$ cat src/rtl/uart_pkg.sv
// rtl/uart_pkg.sv - shared UART loopback types and constants
package uart_pkg;

  localparam int UART_DW  = 8;
  localparam int CLK_FREQ = 50000000;
  localparam int UART_BPS = 115200;

  typedef enum logic [1:0] {
    IDLE,
    START,
    WAIT_BUSY,
    WAIT_DONE
  } tx_state_e;

endpackage

$ cat src/rtl/uart_tx_buf_if.sv
// rtl/uart_tx_buf_if.sv - receiver-to-buffer-to-transmitter handshake bundle
interface uart_tx_buf_if;
  import uart_pkg::*;

  logic               wr_en;
  logic [UART_DW-1:0] wr_data;
  logic               tx_busy;
  logic               uart_en;
  logic [UART_DW-1:0] uart_din;

  // master: receiver + transmitter side; slave: the buffer itself
  modport master (
    output wr_en, wr_data, tx_busy,
    input  uart_en, uart_din
  );

  modport slave (
    input  wr_en, wr_data, tx_busy,
    output uart_en, uart_din
  );

endinterface

$ cat src/rtl/uart_fifo_mem.sv
// rtl/uart_fifo_mem.sv - DEPTH x byte register array, sync write, comb read
module uart_fifo_mem
  import uart_pkg::*;
#(
  parameter int DEPTH  = 16,
  parameter int ADDR_W = 4
) (
  input  logic               i_clk,
  input  logic               i_wr_en,
  input  logic [ADDR_W-1:0]  i_wr_addr,
  input  logic [UART_DW-1:0] i_wr_data,
  input  logic [ADDR_W-1:0]  i_rd_addr,
  output logic [UART_DW-1:0] o_rd_data
);

  logic [UART_DW-1:0] r_mem [DEPTH];

  always_ff @(posedge i_clk) begin
    if (i_wr_en) r_mem[i_wr_addr] <= i_wr_data;
  end

  assign o_rd_data = r_mem[i_rd_addr];

endmodule

$ cat src/rtl/uart_tx_buf.sv
// rtl/uart_tx_buf.sv - byte FIFO and start-pulse sequencer feeding the UART transmitter
module uart_tx_buf
  import uart_pkg::*;
#(
  parameter int DEPTH    = 16,
  parameter int ADDR_W   = $clog2(DEPTH),
  parameter int BUSY_TMO = 8
) (
  input  logic              i_sys_clk,
  input  logic              i_sys_rst,
  uart_tx_buf_if.slave      u_if,
  output logic [ADDR_W:0]   o_fifo_count,
  output logic              o_full,
  output logic              o_empty,
  output logic              o_overflow,
  output logic              o_tmo_err
);

  localparam int              TMO_W    = $clog2(BUSY_TMO + 1);
  localparam logic [TMO_W-1:0] TMO_LAST = TMO_W'(BUSY_TMO - 1);
  localparam logic [ADDR_W:0]  DEPTH_C  = (ADDR_W + 1)'(DEPTH);

  tx_state_e          r_state;
  logic [ADDR_W-1:0]  r_wr_ptr;
  logic [ADDR_W-1:0]  r_rd_ptr;
  logic [ADDR_W:0]    r_count;
  logic               r_full;
  logic               r_empty;
  logic               r_uart_en;
  logic [UART_DW-1:0] r_uart_din;
  logic               r_overflow;
  logic               r_tmo_err;
  logic [TMO_W-1:0]   r_tmo_cnt;

  logic               w_pop;
  logic               w_push;
  logic               w_drop;
  logic [ADDR_W:0]    w_count_nxt;
  logic [UART_DW-1:0] w_rd_data;

  // A full FIFO still accepts a write when the same edge frees the head slot
  assign w_pop  = (r_state == IDLE) && !r_empty && !u_if.tx_busy;
  assign w_push = u_if.wr_en && (!r_full || w_pop);
  assign w_drop = u_if.wr_en && r_full && !w_pop;

  always_comb begin
    w_count_nxt = r_count;
    if (w_push && !w_pop)      w_count_nxt = r_count + 1'b1;
    else if (w_pop && !w_push) w_count_nxt = r_count - 1'b1;
  end

  uart_fifo_mem #(
    .DEPTH  (DEPTH),
    .ADDR_W (ADDR_W)
  ) u_mem (
    .i_clk     (i_sys_clk),
    .i_wr_en   (w_push),
    .i_wr_addr (r_wr_ptr),
    .i_wr_data (u_if.wr_data),
    .i_rd_addr (r_rd_ptr),
    .o_rd_data (w_rd_data)
  );

  always_ff @(posedge i_sys_clk) begin
    if (i_sys_rst) begin
      r_state    <= IDLE;
      r_wr_ptr   <= '0;
      r_rd_ptr   <= '0;
      r_count    <= '0;
      r_full     <= 1'b0;
      r_empty    <= 1'b1;
      r_uart_en  <= 1'b0;
      r_uart_din <= '0;
      r_overflow <= 1'b0;
      r_tmo_err  <= 1'b0;
      r_tmo_cnt  <= '0;
    end else begin
      r_uart_en <= 1'b0;
      r_count   <= w_count_nxt;
      r_full    <= (w_count_nxt == DEPTH_C);
      r_empty   <= (w_count_nxt == '0);
      if (w_push) r_wr_ptr   <= r_wr_ptr + 1'b1;
      if (w_drop) r_overflow <= 1'b1;
      case (r_state)
        IDLE: begin
          if (w_pop) begin
            r_uart_din <= w_rd_data;
            r_rd_ptr   <= r_rd_ptr + 1'b1;
            r_state    <= START;
          end
        end
        START: begin
          r_uart_en <= 1'b1;
          r_tmo_cnt <= '0;
          r_state   <= WAIT_BUSY;
        end
        WAIT_BUSY: begin
          if (u_if.tx_busy) begin
            r_state <= WAIT_DONE;
          end else if (r_tmo_cnt == TMO_LAST) begin
            r_tmo_err <= 1'b1;
            r_state   <= IDLE;
          end else begin
            r_tmo_cnt <= r_tmo_cnt + 1'b1;
          end
        end
        WAIT_DONE: begin
          if (!u_if.tx_busy) r_state <= IDLE;
        end
        default: r_state <= IDLE;
      endcase
    end
  end

  assign u_if.uart_en  = r_uart_en;
  assign u_if.uart_din = r_uart_din;
  assign o_fifo_count  = r_count;
  assign o_full        = r_full;
  assign o_empty       = r_empty;
  assign o_overflow    = r_overflow;
  assign o_tmo_err     = r_tmo_err;

endmodule

$ cat src/flat_wrapper.sv
// flat-port wrapper written by rule: the top's interface ports become plain ports
module uart_tx_buf_flat import uart_pkg::*;
#(
  parameter int DEPTH    = 16,
  parameter int ADDR_W   = $clog2(DEPTH),
  parameter int BUSY_TMO = 8
)
  (i_sys_clk, i_sys_rst, o_fifo_count, o_full, o_empty, o_overflow, o_tmo_err, u_if_wr_en, u_if_wr_data, u_if_tx_busy, u_if_uart_en, u_if_uart_din);
  uart_tx_buf_if u_if_i ();
  input  logic i_sys_clk;
  input  logic i_sys_rst;
  output logic [ADDR_W:0] o_fifo_count;
  output logic o_full;
  output logic o_empty;
  output logic o_overflow;
  output logic o_tmo_err;
  input wire logic [$bits(u_if_i.wr_en)-1:0] u_if_wr_en;
  input wire logic [$bits(u_if_i.wr_data)-1:0] u_if_wr_data;
  input wire logic [$bits(u_if_i.tx_busy)-1:0] u_if_tx_busy;
  output wire logic [$bits(u_if_i.uart_en)-1:0] u_if_uart_en;
  output wire logic [$bits(u_if_i.uart_din)-1:0] u_if_uart_din;
  assign u_if_i.wr_en = u_if_wr_en;
  assign u_if_i.wr_data = u_if_wr_data;
  assign u_if_i.tx_busy = u_if_tx_busy;
  assign u_if_uart_en = u_if_i.uart_en;
  assign u_if_uart_din = u_if_i.uart_din;
  uart_tx_buf #(.DEPTH(DEPTH), .ADDR_W(ADDR_W), .BUSY_TMO(BUSY_TMO)) u_core (.i_sys_clk(i_sys_clk), .i_sys_rst(i_sys_rst), .u_if(u_if_i), .o_fifo_count(o_fifo_count), .o_full(o_full), .o_empty(o_empty), .o_overflow(o_overflow), .o_tmo_err(o_tmo_err));
endmodule
$ cat config.mk
export PLATFORM = sky130hd
export DESIGN_NAME = uart_tx_buf_flat
export DESIGN_NICKNAME = d
export VERILOG_FILES = /design/src/rtl/uart_pkg.sv /design/src/rtl/uart_tx_buf_if.sv /design/src/rtl/uart_fifo_mem.sv /design/src/rtl/uart_tx_buf.sv /design/src/flat_wrapper.sv
export SDC_FILE = /design/constraint.sdc
export NUM_CORES = 1
export LEC_CHECK = 0
export ABC_AREA = 1
export CORE_MARGIN = 5
export CORE_UTILIZATION = 37
export CTS_CLUSTER_DIAMETER = 200
export DETAILED_ROUTE_END_ITERATION = 10
export PLACE_DENSITY = 0.58
export SLEW_MARGIN = 30
export SYNTH_ARGS = -nofsm -noshare
export SYNTH_HDL_FRONTEND = slang
export SYNTH_SLANG_ARGS = --single-unit
export TNS_END_PERCENT = 20
$ cat constraint.sdc
create_clock -name i_sys_clk -period 5.6 [get_ports i_sys_clk]
set_clock_uncertainty 0.05 [all_clocks]
set_input_delay 0.56 -clock i_sys_clk [delete_from_list [all_inputs] [get_ports i_sys_clk]]
set_output_delay 0.56 -clock i_sys_clk [all_outputs]
set_load 0.03 [all_outputs]
==> run summary, run 1 <==
Status - finished, final reports clean
Dpl hpwl - 10800 um
Top-count cell post-synth - nor2_1
Synth Warn # - 0
Largest area contributor in the netlist - edfxtp_1
Cts repair resizes - 0
CTS buffer count - 17
Part of the Yosys area used for sequential elements - 66.4%
Hold/Removal Path Class - reg -> reg
CP Cell Sequence - buf_4 > inv_2 > o21ai_0 > nand3_1 > nand3_1 > nand3_1 > nand2_1 > inv_1
Hold Path Sink - u_core.o_tmo_err$_SDFFE_PP0P_
# diodes - 0
Final Instance Count excl. Fillers - 904
Worst R2R Setup Slack - 2.85 ns
Ranking of synthesized cells by area - edfxtp_1 (57%), dfxtp_1 (9.5%), nor2_1 (8.6%)
Hold WS - 0.420 ns
Vias/cell - 5.20
Syn Nets - 662
VDD IR max - 219 uV
Avg Cell Area, Syn - 10.5 um2
Post-synth EDFFs - 128
CP startpoint kind - flip-flop
PD cells - 410 nW/um2
Initial cell density of the core - 37.6%
1st-pass router iterations - 6
Critical Path Max Stage Delay - 0.63 ns
Setup_tns - 0 ns
Die Area - 21000 um2
Die width - 145 um
Clk buf depth - 2
Reg2reg end - u_core.u_if.uart_din[4]$_SDFFE_PP0P_
Lkg Pwr - 2.74 nW
RSZ-0062 raised after global routing - false
P&R area growth vs syn - 15.1%
I/O pin count - 30
Post-synthesis register bit count - 160
Share of layout cells above drive strength 1 - 6.52%
Antenna-violating nets left - 0
Slew Limit Fails - 0
Nets - 682
R2R depth - 8
Relative max-transition margin - 36.1%
Worst setup EP type - flip-flop
Worst EP arrival - 3.01 ns
Largest net degree at the start of global routing - 76
Final setup viols - 0
Vias in the first global route - 4543
DR WL/cell - 18.3 um
Hold_sp - u_core.o_tmo_err$_SDFFE_PP0P_
Least-Margin Pin Slew - 0.955 ns
CTS root buffer - clkbuf_16
Final Hold Fails - 0
Final WL - 16500 um
IO Port Bufs - 29
Critical path's slowest cell - o21ai_0
Post-synth ARST share - 0%
Tmin final - 2.75 ns
DRC - 0
Initial antenna violation count - 0
Reg-to-reg startpoint - u_core.r_rd_ptr[0]$_SDFFE_PP0P_
Top-area cell type share of the netlist area - 56.9%
Total track usage - 15.6%
Register clock-pin slew on the reported worst setup and hold paths - 0.06 ns
Maximum achievable frequency - 364 MHz
Final period util - 49.1%
Cells after Synth - 642
Post-Syn Area - 6750 um2
Max-cap violation count - 0
Clk sink count - 160
Placed cells - 872
Hold_buf cts - 0
Top FF cell, synth - edfxtp_1
Postcts setup bufs - 0
Synth top cells by count - nor2_1 (154), edfxtp_1 (128), nand3_1 (65)
H-tree Lvls - 4
Clk_lat worst skew - 0.42 ns
Rows - 49
Grt ovf - 0
CP Max Fanout - 75
First-pass GRT wire length - 25300 um
RD Place Congestion - 0.880
Most common cell on crit path - nand3_1
Synth cell types - 29
Hold path depth - 2
Initial detailed-routing violation count - 399
CTS tree - done
Crit Path Category - reg -> reg
DR vias - 4700
Die Y - 145 um
Core area - 18000 um2
Critical path required time - 5.86 ns
## cell type report
cell class / count / area, um2
well taps: 229 / 287
multi-input cells: 404 / 1920
clock inverters: 7 / 113
repair buffers: 31 / 305
flip-flops and latches: 160 / 4490
inverters: 48 / 180
clock buffers: 25 / 475
fillers: 1696 / 10200
## registers in the layout, summed over array words and instances (netlist names)
signal	count
u_core.o_empty	1
u_core.o_tmo_err	1
u_core.o_overflow	1
u_core.r_tmo_cnt	4
u_core.r_rd_ptr	4
u_core.o_full	1
u_core.u_if.uart_en	1
u_core.r_state	2
u_core.o_fifo_count	5
u_core.u_if.uart_din	8
u_core.r_wr_ptr	4
u_core.u_mem.r_mem	128
## placed cells by master, fill, tap and decap left out, types with 4 or more instances in the layout
master / synthesis / routed
a21oi_1: 14 / 14
clkbuf_1: 10 / 6
clkbuf_16: 0 / 17
clkdlybuf4s50_1: 0 / 29
dfxtp_1: 32 / 31
edfxtp_1: 128 / 128
ha_1: 8 / 8
inv_1: 43 / 43
nand2_1: 58 / 58
nand3_1: 65 / 65
nor2_1: 154 / 154
nor2_2: 5 / 5
o211ai_1: 16 / 16
o21ai_0: 59 / 59
xor2_1: 4 / 4
## cells by family (layout without fill, tap and decap cells)
family                     Yosys count  after routing  synth area share (%)
AOI/OAI and AO/OA                   95             95                  7.71
xor gates and xnor gates             4              4                 0.519
adders and majority gates            8              8                  1.48
buffers and inverters               78            111                  5.08
DFF                                160            160                  66.4
and+or+nand+nor                    297            297                  18.8
## how the worst max path moves through the flow
stage,cells past startpoint,endpoint,slack (ns),startpoint
floorplan,8,u_core.u_mem.r_mem[11][0]$_DFFE_PP_,3.57,u_if_tx_busy
global placement,8,u_core.u_mem.r_mem[2][0]$_DFFE_PP_,2.75,u_if_tx_busy
detailed placement,8,u_core.u_mem.r_mem[13][0]$_DFFE_PP_,2.69,u_if_tx_busy
CTS,8,u_core.u_if.uart_din[5]$_SDFFE_PP0P_,2.96,u_core.r_rd_ptr[0]$_SDFFE_PP0P_
global route,8,u_core.u_if.uart_din[0]$_SDFFE_PP0P_,2.69,u_core.r_rd_ptr[0]$_SDFFE_PP0P_
finish,8,u_core.u_if.uart_din[4]$_SDFFE_PP0P_,2.85,u_core.r_rd_ptr[0]$_SDFFE_PP0P_
## power by group
part           leakage, nW  internal, mW  total [mW]  switching (mW)
Combinational         1.04         0.203       0.647           0.445
Sequential            1.42          1.34        1.39          0.0507
Clock                0.285         0.723        1.15           0.428
## through the flow
step | util (%) | setup WS (ns) | total power, mW | instance area (um2)
after detailed placement | 40.0 | 2.69 | 2.06 | 7180
after global placement | 40.0 | 2.75 | 2.05 | 7180
after floorplan | - | 3.57 | 1.86 | 6750
after CTS | 43.3 | 2.96 | 3.20 | 7770
final | 43.3 | 2.85 | 3.19 | 7770
after global routing | 43.3 | 2.69 | 3.33 | 7770
## per-layer routing
metal	up-vias	GRT usage (%)	share of wire, %
met2	146	23.9	47
met5	-	0	0
met3	19	4.21	6.5
met1	2299	21.4	45
met4	0	5.78	1.4
li1	2236	-	-
## worst max-delay path: cells and delay by family (launching register included)
kind | cells | cell delay [ns]
AO/OA/AOI/OAI | 1 | 0.63
buffers and inverters | 3 | 1.16
flip-flops | 1 | 0.31
AND/OR/NAND/NOR | 4 | 0.45
No activity file was read; power rests on OpenSTA's default activity.
==> inputs of run 2 (changes only) <==
==> constraint.sdc (replaced) <==
create_clock -name i_sys_clk -period 2.75 [get_ports i_sys_clk]
set_clock_uncertainty 0.05 [all_clocks]
set_input_delay 0.275 -clock i_sys_clk [delete_from_list [all_inputs] [get_ports i_sys_clk]]
set_output_delay 0.275 -clock i_sys_clk [all_outputs]
set_load 0.03 [all_outputs]
==> run 2 against run 1 <==
Net effect: utilization is 0.82 points higher; sequential share of layout area is 1.1 points lower; setup slack worse by 2.1 ns; die area stayed put; total power is 100% higher; sequential power is 100% higher; largest power group unchanged.
==> run summary, run 2 (synthesis gave the netlist of run 1 again) <==
Status - finished, final reports clean
Largest Register - u_core.u_mem.r_mem
Antenna-violating nets left - 0 (unchanged)
Lkg Pwr - 2.85 nW (+3.8%)
DR WL/cell - 17.5 um (-4.0%)
# diodes - 0 (unchanged)
CTS root buffer - clkbuf_16
IO Port Bufs - 29 (unchanged)
Critical Path Max Stage Delay - 0.58 ns (-0.05 ns)
Nets - 701 (+2.8%)
Final Hold Fails - 0 (unchanged)
Initial antenna violation count - 0 (unchanged)
Crit Path Category - reg -> reg
Grt ovf - 0 (unchanged)
Worst EP arrival - 2.30 ns (-0.71 ns)
Final WL - 16200 um (-2.0%)
Comb pwr share - 20.7% (+0.4 points)
Tmin final - 1.98 ns (-0.765 ns)
CTS buffer count - 17 (unchanged)
Hold/Removal Path Class - reg -> reg
DR vias - 4684 (-0.34%)
Die Area - 21000 um2 (unchanged)
Clk buf depth - 2 (unchanged)
CP startpoint kind - flip-flop
Final setup viols - 0 (unchanged)
Least-Margin Pin Slew - 0.942 ns (-0.0138 ns)
Slew Limit Fails - 0 (unchanged)
Commonest non-fill, non-tap cell in the layout - nor2_1
CP Max Fanout - 74 (-1.3%)
Postcts setup bufs - 0 (unchanged)
Flop pwr share - 43.0% (-0.5 points)
CTS tree - done
First-pass GRT wire length - 25200 um (-0.38%)
I/O pin count - 30 (unchanged)
Final period util - 72.1% (+23 points)
Total Power - 6.51 mW (+100%)
H-tree Lvls - 4 (unchanged)
Die Y - 145 um (unchanged)
Core area - 18000 um2 (unchanged)
RD Place Congestion - 0.836 (-5.0%)
Rows - 49 (unchanged)
Share of layout cells above drive strength 1 - 9.65% (+3.1 points)
DRC - 0 (unchanged)
Clock share of power - 36.3% (+0.2 points)
Dpl hpwl - 10600 um (-1.6%)
Most common cell on crit path - nand3_1
Clk sink count - 160 (unchanged)
Register clock-pin slew on the reported worst setup and hold paths - 0.06 ns (about the same)
Vias/cell - 5.07 (-2.4%)
Most frequent cells in the layout - nor2_1 (154), edfxtp_1 (128), nand3_1 (65)
Clk_lat worst skew - 0.42 ns (about the same)
Initial cell density of the core - 37.6% (unchanged)
Max-cap violation count - 0 (unchanged)
1st-pass router iterations - 5 (-1)
Vias in the first global route - 4504 (-0.86%)
Worst setup EP type - flip-flop
Largest net degree at the start of global routing - 75 (-1.3%)
Max FFs per register - 128 (unchanged)
Relative max-transition margin - 37.2% (+1.1 points)
P&R area growth vs syn - 17.3%
Maximum achievable frequency - 504 MHz (+39%)
Die width - 145 um (unchanged)
Switching share of power - 29.8% (+0.83 points)
Critical path required time - 3.07 ns (-2.79 ns)
P_sw - 1.94 mW (+110%)
VDD IR max - 500 uV (+130%)
RSZ-0062 raised after global routing - false
Total track usage - 15.5% (-0.15 points)
CP Cell Sequence - buf_4 > nor2_1 > nor2_1 > o21ai_0 > nand3_1 > nand3_1 > nand3_1 > nand2_1 > inv_1
Initial detailed-routing violation count - 601 (+51%)
Critical path's slowest cell - buf_4
Cts repair resizes - 0 (unchanged)
Setup_tns - 0 ns (unchanged)
PD cells - 823 nW/um2 (+100%)
Hold_buf cts - 0 (unchanged)
Internal power - 4.57 mW (+100%)
run 2: final timing paths:
kind | startpoint | end | slack [ns] | cells after the start
max reg2reg | u_core.r_rd_ptr[0]$_SDFFE_PP0P_ | u_core.u_if.uart_din[0]$_SDFFE_PP0P_ | 0.77 | 9
min | u_core.o_tmo_err$_SDFFE_PP0P_ | u_core.o_tmo_err$_SDFFE_PP0P_ | 0.42 | 2
min reg2reg | u_core.o_tmo_err$_SDFFE_PP0P_ | u_core.o_tmo_err$_SDFFE_PP0P_ | 0.42 | 2
max | u_core.r_rd_ptr[0]$_SDFFE_PP0P_ | u_core.u_if.uart_din[0]$_SDFFE_PP0P_ | 0.77 | 9
run 2: power by group through the flow:
stage,Combinational (mW),Sequential [mW],Clock (mW)
2_1_floorplan,0.856,2.94,0
3_3_place_gp,1.34,2.85,0
3_5_place_dp,1.35,2.85,0
4_1_cts,1.36,2.80,2.40
5_1_grt,1.51,2.81,2.51
6_report,1.35,2.80,2.36
run 2: critical path, delay by kind of cell (launching register included):
family / cells / cell delay (ns)
AOI/OAI and AO/OA: 1 / 0.12
DFF: 1 / 0.33
and+or+nand+nor: 6 / 0.79
buffers and inverters: 2 / 0.62
run 2: metal layers:
layer,global-route usage [%],vias to the layer above,wire length [um]
met3,3.93,21,1070
met2,24.2,174,7630
met4,4.52,0,248
li1,-,2275,-
met1,21.4,2214,7240
met5,0,-,0
run 2: through the flow:
step	worst slack [ns]	hold slack, ns	area (um2)	cells	util [%]
global route	0.528	0.483	7920	923	44.1
global placement	0.514	0.404	7320	891	40.8
finish	0.768	0.420	7920	923	44.1
detailed placement	0.492	0.411	7320	891	40.8
floorplan	0.837	0.324	6750	642	-
CTS	0.753	0.424	7920	923	44.1
run 2: area by class of cell:
class	count	area [um2]
Sequential cell	160	4490
Tap cell	229	287
Timing Repair Buffer	50	448
Fill cell	1640	10000
Inverter	48	180
Clock buffer	18	429
Multi-Input combinational cell	404	1920
Clock inverter	14	164
